`config.mk`:
```
export PLATFORM = sky130hd
export DESIGN_NAME = multi_reset_regf
export DESIGN_NICKNAME = d
export VERILOG_FILES = /design/src/rtl/multi_reset_regf.sv
export SDC_FILE = /design/constraint.sdc
export NUM_CORES = 1
export LEC_CHECK = 0
export CAP_MARGIN = 15
export CORE_UTILIZATION = 46
export CTS_BUF_LIST = sky130_fd_sc_hd__clkbuf_8 sky130_fd_sc_hd__clkbuf_16
export CTS_CLUSTER_SIZE = 16
export DETAILED_ROUTE_END_ITERATION = 10
export PLACE_DENSITY = 0.84
export SYNTH_ARGS = -nofsm -noshare
export SYNTH_HDL_FRONTEND = slang
export SYNTH_SLANG_ARGS = --single-unit
```
`constraint.sdc`:
```
create_clock -name main_clk_i -period 2.2 [get_ports main_clk_i]
set_input_delay 0.44 -clock main_clk_i [delete_from_list [all_inputs] [get_ports main_clk_i]]
set_output_delay 0.44 -clock main_clk_i [all_outputs]
set_load 0.1 [all_outputs]
```
`src/rtl/multi_reset_regf.sv`:
```
// rtl/multi_reset_regf.sv - channel enable/busy register file with per-channel soft-reset sequencing
// Optional wait-idle timeout with sticky flags: define MULTI_RESET_REGF_TIMEOUT_EN.
module multi_reset_regf #(
  parameter int NUM_CH       = 4,
  parameter int ADDR_W       = 13,
  parameter int DATA_W       = 32,
  parameter int SOFT_RST_CYC = 8,
  parameter int TIMEOUT_CYC  = 64
) (
  input  logic              main_clk_i,
  input  logic              main_rst_i,
  input  logic              mem_ena_i,
  input  logic [ADDR_W-1:0] mem_addr_i,
  input  logic              mem_wena_i,
  input  logic [DATA_W-1:0] mem_wdata_i,
  output logic [DATA_W-1:0] mem_rdata_o,
  output logic              mem_err_o,
  output logic [NUM_CH-1:0] regf_ch_ena_rval_o,
  input  logic [NUM_CH-1:0] regf_ch_busy_rbus_i,
  input  logic              soft_rst_i,
  output logic [NUM_CH-1:0] soft_rst_o,
  output logic [NUM_CH-1:0] ch_idle_o
);

  typedef enum logic [1:0] {
    ST_IDLE = 2'd0,
    ST_RST  = 2'd1,
    ST_WAIT = 2'd2
  } ch_state_e;

  localparam logic [ADDR_W-1:0] A_CTRL = ADDR_W'(0);
  localparam logic [ADDR_W-1:0] A_BUSY = ADDR_W'(1);
  localparam logic [ADDR_W-1:0] A_SRST = ADDR_W'(2);
  localparam logic [ADDR_W-1:0] A_TMO  = ADDR_W'(3);
  localparam logic [7:0]        RST_LOAD = 8'(SOFT_RST_CYC);

  if (NUM_CH < 1 || NUM_CH > 16 || DATA_W < 16 || ADDR_W < 2 ||
      SOFT_RST_CYC < 1 || SOFT_RST_CYC > 255 ||
      TIMEOUT_CYC < 1 || TIMEOUT_CYC > 65535) begin : g_param_check
    $error("multi_reset_regf: parameter out of range");
  end

  logic              rst;
  logic              wr_ctrl;
  logic              wr_srst;
  logic              wr_tmo;
  logic [NUM_CH-1:0] srst_req;
  logic [NUM_CH-1:0] tmo_clr;
  logic [NUM_CH-1:0] tmo_set;
  logic [NUM_CH-1:0] not_idle;

  ch_state_e         state_q [NUM_CH];
  ch_state_e         state_d [NUM_CH];
  logic [7:0]        cnt_q   [NUM_CH];
  logic [7:0]        cnt_d   [NUM_CH];
  logic [NUM_CH-1:0] ctrl_q;
  logic [NUM_CH-1:0] ctrl_d;
  logic [NUM_CH-1:0] tmo_q;
  logic [NUM_CH-1:0] tmo_d;
  logic [DATA_W-1:0] rdata_q;
  logic [DATA_W-1:0] rdata_d;
  logic              err_q;
  logic              err_d;

`ifdef MULTI_RESET_REGF_TIMEOUT_EN
  localparam logic [15:0] TMO_LOAD = 16'(TIMEOUT_CYC);
  logic [15:0]       tcnt_q  [NUM_CH];
  logic [15:0]       tcnt_d  [NUM_CH];
`endif

  // Only the low NUM_CH write-data bits carry meaning in any register.
  logic              unused_wdata;
  assign unused_wdata = ^mem_wdata_i;

  always_comb begin
    rst      = main_rst_i | soft_rst_i;
    wr_ctrl  = mem_ena_i && mem_wena_i && (mem_addr_i == A_CTRL);
    wr_srst  = mem_ena_i && mem_wena_i && (mem_addr_i == A_SRST);
    wr_tmo   = mem_ena_i && mem_wena_i && (mem_addr_i == A_TMO);
    srst_req = wr_srst ? mem_wdata_i[NUM_CH-1:0] : '0;
    tmo_clr  = wr_tmo  ? mem_wdata_i[NUM_CH-1:0] : '0;
  end

  // Channel FSM next state; a soft-reset request wins over every other transition.
  always_comb begin
    tmo_set = '0;
    for (int i = 0; i < NUM_CH; i++) begin
      state_d[i] = state_q[i];
      cnt_d[i]   = cnt_q[i];
`ifdef MULTI_RESET_REGF_TIMEOUT_EN
      tcnt_d[i]  = tcnt_q[i];
`endif
      if (srst_req[i]) begin
        state_d[i] = ST_RST;
        cnt_d[i]   = RST_LOAD;
`ifdef MULTI_RESET_REGF_TIMEOUT_EN
        tcnt_d[i]  = '0;
`endif
      end else begin
        case (state_q[i])
          ST_RST: begin
            if (cnt_q[i] <= 8'd1) begin
              state_d[i] = ST_WAIT;
              cnt_d[i]   = '0;
`ifdef MULTI_RESET_REGF_TIMEOUT_EN
              tcnt_d[i]  = TMO_LOAD;
`endif
            end else begin
              cnt_d[i] = cnt_q[i] - 8'd1;
            end
          end
          ST_WAIT: begin
            if (!regf_ch_busy_rbus_i[i]) begin
              state_d[i] = ST_IDLE;
`ifdef MULTI_RESET_REGF_TIMEOUT_EN
              tcnt_d[i]  = '0;
            end else if (tcnt_q[i] <= 16'd1) begin
              state_d[i] = ST_IDLE;
              tcnt_d[i]  = '0;
              tmo_set[i] = 1'b1;
            end else begin
              tcnt_d[i] = tcnt_q[i] - 16'd1;
`endif
            end
          end
          default: ;
        endcase
      end
    end
  end

  // CTRL bits of busy channels are frozen; entering RST clears the enable.
  always_comb begin
    ctrl_d = ctrl_q;
    for (int i = 0; i < NUM_CH; i++) begin
      if (wr_ctrl && (state_q[i] == ST_IDLE)) begin
        ctrl_d[i] = mem_wdata_i[i];
      end
      if (srst_req[i]) begin
        ctrl_d[i] = 1'b0;
      end
    end
    tmo_d = (tmo_q & ~tmo_clr) | tmo_set;
  end

  always_comb begin
    rdata_d = '0;
    err_d   = 1'b0;
    if (mem_ena_i) begin
      case (mem_addr_i)
        A_CTRL: if (!mem_wena_i) rdata_d = DATA_W'(ctrl_q);
        A_BUSY: begin
          if (mem_wena_i) err_d   = 1'b1;
          else            rdata_d = DATA_W'(regf_ch_busy_rbus_i);
        end
        A_SRST: if (!mem_wena_i) rdata_d = DATA_W'(not_idle);
        A_TMO:  if (!mem_wena_i) rdata_d = DATA_W'(tmo_q);
        default: err_d = 1'b1;
      endcase
    end
  end

  always_comb begin
    for (int i = 0; i < NUM_CH; i++) begin
      soft_rst_o[i] = (state_q[i] == ST_RST);
      ch_idle_o[i]  = (state_q[i] == ST_IDLE);
    end
    not_idle           = ~ch_idle_o;
    regf_ch_ena_rval_o = ctrl_q;
    mem_rdata_o        = rdata_q;
    mem_err_o          = err_q;
  end

  always_ff @(posedge main_clk_i) begin
    if (rst) begin
      for (int i = 0; i < NUM_CH; i++) begin
        state_q[i] <= ST_IDLE;
        cnt_q[i]   <= '0;
`ifdef MULTI_RESET_REGF_TIMEOUT_EN
        tcnt_q[i]  <= '0;
`endif
      end
      ctrl_q  <= '0;
      tmo_q   <= '0;
      rdata_q <= '0;
      err_q   <= 1'b0;
    end else begin
      for (int i = 0; i < NUM_CH; i++) begin
        state_q[i] <= state_d[i];
        cnt_q[i]   <= cnt_d[i];
`ifdef MULTI_RESET_REGF_TIMEOUT_EN
        tcnt_q[i]  <= tcnt_d[i];
`endif
      end
      ctrl_q  <= ctrl_d;
      tmo_q   <= tmo_d;
      rdata_q <= rdata_d;
      err_q   <= err_d;
    end
  end

endmodule

```
After elaboration in Yosys (flattened, before gate mapping):

Memories as Yosys holds them, arrays and structs flattened.
Cells that the tools add are included.

* bits in registers: 41
* input bits: 54
* logic and storage cells: 108
* output and inout bits: 45
* memories: 2
* bits in writable memories: 40

Memories
* cnt_q: words 4, width 8, rd ports 4, clocked after memory_dff 0, wr ports 4, RTL line 54 `logic [7:0] cnt_q [NUM_CH];`
* state_q: words 4, width 2, rd ports 4, clocked after memory_dff 0, wr ports 4, RTL line 52 `ch_state_e state_q [NUM_CH];`

* bitwise gates (word level): 13
* order comparisons: 4
* multiplexer cells: 48
* reduce and logical (&&, ||, !) cells: 19
* equality and inequality tests: 11
* $add $sub $neg: 4

Operators with widths (number)
* two-way mux 8 bit: 16
* less-or-equal comparator 8 x 1 -> 1 bit (second input constant): 4
* two-way mux 2 bit: 16
* subtractor 8 x 1 -> 8 bit (second input constant): 4
* equality test 13 x 2 -> 1 bit (second input constant): 2
* two-way mux 4 bit: 6
* one-hot mux 2 bit (2 select lines): 4
* one-hot mux 4 bit (4 select lines): 1
* equality test 13 x 1 -> 1 bit (second input constant): 1
* zero test 13 bit: 1
* OR reduction 2 bit: 5
* bitwise OR 1 bit: 9
* equality test 2 x 1 -> 1 bit (second input constant): 4
* equality test 2 bit (second input constant): 4
* logical AND 1 bit: 8
* zero test 2 bit: 4
* NOT 4 bit: 2
* AND 4 bit: 1
* two-way mux 1 bit: 4
* OR reduction 3 bit: 1
* one-hot mux 1 bit (2 select lines): 1
* NOT 1 bit: 1

Depth between registers and ports, before layout:

Gate-level depths: netlist of the first run.
An unclocked memory read counts as a cell.

* depth after elaboration: 6
* gate-level depth with buffers: 6
* mapped depth without buffers: 6

Worst setup path after synthesis of the first run:

No wires, ideal clock.

* path type: flip-flop to output port
* start: memory state_q[1][0] (netlist name)
* end: output ch_idle_o[1]
* path slack: 0.096 ns
* arrival time: 1.664 ns
* buffers on the path: 0
* stages on the path, launching flop included: 2
* cells stage by stage: dfxtp_1 -> nor2_1

RTL lines
* from (decl): RTL line 52
* to (decl): RTL line 22 `output logic [NUM_CH-1:0] ch_idle_o`

Worst setup path in the final report of the first run:

* start: input mem_addr_i[8]
* end: register rdata_q[0] (netlist: mem_rdata_o[0])

* word-level cells in the longest chain between the ends: 2

RTL lines
* from (decl): RTL line 13 `input logic [ADDR_W-1:0] mem_addr_i,`
* equality test 13 x 2 -> 1 bit (tied with other cells): RTL line 150 `case (mem_addr_i)`
* one-hot mux 4 bit (4 select lines) (*): RTL line 150
* to (signal assigned): RTL line 197 `rdata_q <= rdata_d;`
* to (decl): RTL line 60 `logic [DATA_W-1:0] rdata_q;`

Mark *: on every way between the ends. The rest lies on a longest branch, timed or not.
A chain may end at the register's enable or synchronous reset.

==> flow_summary.yaml, run 1 <==
sta:
  rsz0062_at_grt: "false"
  clock.fmax_mhz: 511
  slew_viol_final: 0
  min_period_ns: 1.96
  setup_viol_count_final: 0
  finalCritPeriodShare_pct: 88.9
  skew_ns: 0.00776
  worstMarginPinSlew_ns: 0.540
  max_slew_margin_pct: 63.7
  hold_violations: 0
  finalSetupTns_ns: 0
finish:
  multi_input_area_um2: 1600
  seq_area_um2: 1060
  syn2layout_area_growth_pct: 22.4
  diodes: 0
  nFillCells: 536
  drive_above_1_share_pct: 14.1
  final_util_pct: 58.8
  nets: 457
  fin_area_um2: 3500
critical_path:
  cp_num_buf_inv: 1
  r2r_cells: 4
  critPathKind: "in -> reg"
  cp_cell_sequence: "clkdlybuf4s50_1, nor4_2, nand2_1, or4_4, a211oi_1"
  cp_data_arrival_time_ns: 2.17
  worst-r2r-setup-slack_ns: 0.48
  cp_slowest_cell: "or4_4"
  reg2reg_to: "cnt_q[1][5]"
  worstSetupEndpointType: "flop"
  startpoint: "mem_addr_i[8]"
  worstSetupEndpoint: "mem_rdata_o[0]"
  regToRegStartpoint: "cnt_q[1][4]"
  cp.depth: 5
  critPathTopFamily: "simple AND/OR/NAND/NOR gates"
  cp_max_fo: 4
  required_ns: 2.42
  cp-start-kind: "primary input"
  crit_path_max_incr_delay_ns: 0.54
placement:
  dpl-instance-area_um2: 3420
  portBuffers: 42
  place_congestion: 0.785
  dp_hpwl_um: 4650
global_route:
  grt_overflow: 0
  first_global_vias: 2313
  grt_usage_pct: 19.2
  grt_max_degree: 17
  grt_pass1_wl_um: 9860
  antenna_found_initial: 0
synthesis:
  synth_cell_types: 49
  syn_area_per_cell_um2: 8.40
  syn_area_um2: 2860
  yosysWarnings: 0
  syn_inst: 341
  yosysSeqAreaShare_pct: 37.1
  synth-edff-count: 0
  synthArstFlopShare_pct: 0
  synth_seq_cells: 53
  yosys_most_used_dff: "dfxtp_1"
cts:
  post_cts_buffers: 0
  cts_resized: 0
  cts_buffers: 5
  clock_latency_ns: 0.31
  hold_buffers: 0
  cts_tree: "built"
  clkTransAtPathRegs_ns: 0.09
  clock_path_buffers: 2
  ctsHtreeMaxLevel: 2
  cts.sinks: 53
  root_buffer: "clkbuf_8"
drt:
  postRouteAntennaNets: 0
  routed_via_density: 5.30
  drt_iter0_drc: 147
  vias: 2497
  drt-wirelength-per-cell_um: 12.8
  drc: 0
  wl_um: 6050
  dr.pass1.iters: 4
hold_path:
  worstHoldPathType: "reg -> reg"
floorplanning:
  rows: 28
  core-area_um2: 5960
  pin_count: 99
  start_util_pct: 48.1
  die_width_um: 80.9
  dieArea_um2: 6540
  die_h_um: 80.9
power_and_ir_drop:
  p_leak_uw: 0.00132
  p_per_area_nw_per_um2: 522
  peakVddDrop_mv: 0.267
run:
  cap_viol_max_count: 0
status:
  status: "finished clean"
==> Yosys cell counts, drive strengths merged, types with 7 or more instances <==
| cell type | n | area [µm²] |
|---|---|---|
| a21oi | 29 | 145 |
| nand3b | 8 | 60.1 |
| nand3 | 10 | 50.1 |
| xnor2 | 7 | 61.3 |
| or3 | 8 | 55.1 |
| ha | 8 | 100 |
| dfxtp | 53 | 1060 |
| nor3 | 26 | 130 |
| nand2 | 19 | 71.3 |
| a211oi | 8 | 60.1 |
| o21ai | 9 | 45.0 |
| buf | 34 | 239 |
| xor2 | 11 | 96.3 |
| nor2 | 34 | 130 |
| nor4 | 8 | 92.6 |
| inv | 13 | 48.8 |
==> layer usage <==
| metal | track usage (%) | vias up | wire length (µm) |
|---|---|---|---|
| met5 | 0 | - | 0 |
| met1 | 22.9 | 1148 | 2710 |
| met4 | 6.25 | 0 | 53 |
| li1 | - | 1262 | - |
| met2 | 35.0 | 82 | 2910 |
| met3 | 2.58 | 5 | 369 |
==> through the flow <==
| stage | hold WS [ns] | std cells | total power [µW] | setup WS [ns] |
|---|---|---|---|---|
| 3_3_place_gp | 0.423 | 463 | 1310 | -0.00683 |
| 6_report | 0.437 | 471 | 1830 | 0.244 |
| 3_5_place_dp | 0.428 | 463 | 1310 | -0.0890 |
| 2_1_floorplan | 0.412 | 368 | 1270 | 0.0956 |
| 4_1_cts | 0.440 | 471 | 1840 | 0.231 |
| 5_1_grt | 0.464 | 471 | 1890 | 0.124 |
==> worst min-delay path: stages, from the launching register on <==
cell and delay, ns:
dfxtp_1 0.32, nand2_1 0.05, a21oi_1 0.03
==> worst min path at each step <==
stage | startpoint | endpoint | slack, ns | depth (start not counted)
after floorplan | tmo_q[0] | tmo_q[0] | 0.41 | 2
after global placement | tmo_q[3] | tmo_q[3] | 0.42 | 2
after detailed placement | tmo_q[1] | tmo_q[1] | 0.43 | 2
after CTS | tmo_q[1] | tmo_q[1] | 0.44 | 2
after global routing | tmo_q[3] | tmo_q[3] | 0.46 | 2
final | tmo_q[1] | tmo_q[1] | 0.44 | 2
==> report_power, final <==
part	total, µW	switching (µW)	internal (µW)
clock	545	324	221
sequential	959	0.226	959
combinational	327	259	67.3
==> cell usage in the layout (no fill, tap or decap), types with 3 or more instances in the layout <==
cell             instances
nor2b_1                  4
a22oi_1                  3
nand3_1                 10
buf_4                   25
or2_2                    4
buf_12                   9
a211oi_1                 8
conb_1                  28
xnor2_1                  7
or4_4                    3
nor2_1                  33
nand2_1                 19
nand3b_1                 8
nor4_1                   4
ha_1                     8
dfxtp_1                 53
nand2b_1                 4
a21oi_1                 29
a21o_1                   6
nor3_1                  26
o31ai_1                  4
clkdlybuf4s50_1         25
inv_1                   13
o21ai_0                  9
xor2_1                  11
or3_1                    7
clkbuf_8                 5
==> registers in the layout (all words and copies together), names as in the netlist <==
name	count
mem_err_o	1
mem_rdata_o	4
state_q	8
tmo_q	4
regf_ch_ena_rval_o	4
cnt_q	32
==> final cells by class <==
| cell class | count | area share (%) |
|---|---|---|
| clock buffers | 5 | 1.96 |
| clock inverters | 3 | 0.500 |
| inverters | 13 | 1.39 |
| multi-input cells | 263 | 45.6 |
| flip-flops and latches | 53 | 30.3 |
| well taps | 75 | 2.68 |
| repair buffers | 59 | 17.6 |
==> cell families after synthesis <==
logic type,Yosys count,synth area share [%]
adders and majority gates,8,3.50
DFF,53,37.1
buffers and inverters,52,10.7
and+or+nand+nor,142,28.7
xor gates and xnor gates,18,5.51
other,1,0.131
AOI/OAI and AO/OA,67,14.4
(Power assumes the default switching activity.)
==> inputs of run 2 (changes only) <==
--- a/config.mk
+++ b/config.mk
@@ -11,6 +11,7 @@
 export CTS_CLUSTER_SIZE = 16
 export DETAILED_ROUTE_END_ITERATION = 10
 export PLACE_DENSITY = 0.84
+export SKIP_LAST_GASP = 1
 export SYNTH_ARGS = -nofsm -noshare
 export SYNTH_HDL_FRONTEND = slang
 export SYNTH_SLANG_ARGS = --single-unit
==> constraint.sdc (replaced) <==
create_clock -name main_clk_i -period 2.21 [get_ports main_clk_i]
set_input_delay 0.442 -clock main_clk_i [delete_from_list [all_inputs] [get_ports main_clk_i]]
set_output_delay 0.442 -clock main_clk_i [all_outputs]
set_load 0.1 [all_outputs]
==> run 2 against run 1 <==
Die area did not move. First-iteration DRC count fell by 18%. Global-route usage rose by 1.1 points. Critical path depth rose by 1. Sequential power fell by 0.4%. Worst setup slack improved by 0.0076 ns. Critical path type unchanged.
==> flow_summary.yaml, run 2 (same netlist as run 1, synthesis figures left out) <==
status:
  status: "finished clean"
critical_path:
  crit_path_max_incr_delay_ns: 0.42
  cp_max_fo: 4
  cp_num_buf_inv: 2
  regToRegStartpoint: "cnt_q[1][4]"
  r2r_cells: 4
  critPathKind: "in -> reg"
  cp_cell_sequence: "clkdlybuf4s50_1, nor4_2, buf_4, nand4_1, o31ai_1, a21oi_1"
  worstSetupEndpointType: "flop"
  worstSetupEndpoint: "regf_ch_ena_rval_o[3]"
  critPathTopFamily: "simple AND/OR/NAND/NOR gates"
  cp-start-kind: "primary input"
  cp.depth: 6
  cp_slowest_cell: "clkdlybuf4s50_1"
  required_ns: 2.39
  reg2reg_to: "cnt_q[1][5]"
  startpoint: "mem_addr_i[8]"
  worst-r2r-setup-slack_ns: 0.47
  cp_data_arrival_time_ns: 2.14
run:
  cap_viol_max_count: 0
finish:
  regMostFlops: "cnt_q"
  reg.largest.list: "cnt_q x32, state_q x8"
  syn2layout_area_growth_pct: 20.6
  multi_input_area_um2: 1600
  largest_register_ffs: 32
  diodes: 0
  drive_above_1_share_pct: 13.2
  final_common_cell: "dfxtp_1"
  nFillCells: 544
  seq_area_um2: 1060
  layout_common_cells: "dfxtp_1, nor2_1, a21oi_1"
  nets: 455
  fin_area_um2: 3450
  fin_cells: 468
sta:
  min_period_ns: 1.96
  hold_slack_ns: 0.442
  slew_viol_final: 0
  skew_ns: 0.00487
  max_slew_margin_pct: 58.5
  hold_violations: 0
  finalCritPeriodShare_pct: 88.6
  finalSetupTns_ns: 0
  clock.fmax_mhz: 511
  setup_viol_count_final: 0
  worstMarginPinSlew_ns: 0.617
  rsz0062_at_grt: "false"
hold_path:
  min_from: "tmo_q[3]"
  worstHoldPathType: "reg -> reg"
placement:
  dp_hpwl_um: 4690
  place_congestion: 0.795
  portBuffers: 42
  dp_cells: 461
  dpl-instance-area_um2: 3370
power_and_ir_drop:
  peakVddDrop_mv: 0.247
  p_sw_uw: 557
  clkPwrFrac_pct: 29.8
  p_leak_uw: 0.00130
  p_int_uw: 1260
  swShare_pct: 30.6
  combPwrFrac_pct: 17.7
  p_per_area_nw_per_um2: 527
  seqPwrFrac_pct: 52.5
floorplanning:
  die_width_um: 80.9
  die_h_um: 80.9
  core-area_um2: 5960
  pin_count: 99
  start_util_pct: 48.1
  rows: 28
  dieArea_um2: 6540
global_route:
  grt_overflow: 0
  grt_usage_pct: 20.2
  grt_pass1_wl_um: 10300
  first_global_vias: 2359
  antenna_found_initial: 0
  grt_max_degree: 15
cts:
  clock_path_buffers: 2
  ctsHtreeMaxLevel: 2
  hold_buffers: 0
  post_cts_buffers: 0
  cts_tree: "built"
  clkTransAtPathRegs_ns: 0.09
  root_buffer: "clkbuf_8"
  cts.sinks: 53
  clock_latency_ns: 0.30
  cts_resized: 0
  cts_buffers: 5
drt:
  wl_um: 6260
  routed_via_density: 5.44
  dr.pass1.iters: 4
  vias: 2544
  postRouteAntennaNets: 0
  drc: 0
  drt-wirelength-per-cell_um: 13.4
  drt_iter0_drc: 120
-- run 2: worst min path at each step --
stage	to	slack (ns)	cells past startpoint
floorplan	tmo_q[0]	0.41	2
global placement	tmo_q[3]	0.42	2
detailed placement	tmo_q[3]	0.42	2
CTS	tmo_q[3]	0.44	2
global route	tmo_q[2]	0.46	2
finish	tmo_q[3]	0.44	2
-- run 2: metal layers --
metal | track usage, % | vias up | wire length, µm
met5 | 0 | - | 0
met4 | 7.68 | 0 | 97
met1 | 24.3 | 1196 | 2710
met2 | 36.1 | 79 | 3060
li1 | - | 1262 | -
met3 | 3.03 | 7 | 388
-- run 2: through the flow --
| stage | total power [µW] | utilization, % | worst slack (ns) |
|---|---|---|---|
| 2_1_floorplan | 1260 | - | 0.104 |
| 6_report | 1820 | 58.0 | 0.251 |
| 4_1_cts | 1840 | 58.0 | 0.261 |
| 3_3_place_gp | 1300 | 56.5 | -0.0200 |
| 5_1_grt | 1890 | 58.0 | 0.152 |
| 3_5_place_dp | 1300 | 56.5 | -0.0637 |
-- run 2: worst min-delay path: stages (launching register included) --
cell,delay (ns)
dfxtp_1,0.32
nand2_1,0.05
a21oi_1,0.04
-- run 2: power by group through the flow --
| stage | clock network [µW] | logic, µW | registers (µW) |
|---|---|---|---|
| 2_1_floorplan | 0 | 277 | 983 |
| 3_3_place_gp | 0 | 318 | 977 |
| 3_5_place_dp | 0 | 320 | 977 |
| 4_1_cts | 563 | 321 | 955 |
| 5_1_grt | 599 | 334 | 955 |
| 6_report | 543 | 322 | 955 |
-- run 2: final cells by class --
cell class / instances / share of cell area, %
inverter: 13 / 1.41
sequential: 53 / 30.7
multi-input combinational: 263 / 46.2
clock buffer: 6 / 2.39
timing repair buffer: 57 / 16.4
clock inverter: 1 / 0.109
tap: 75 / 2.72
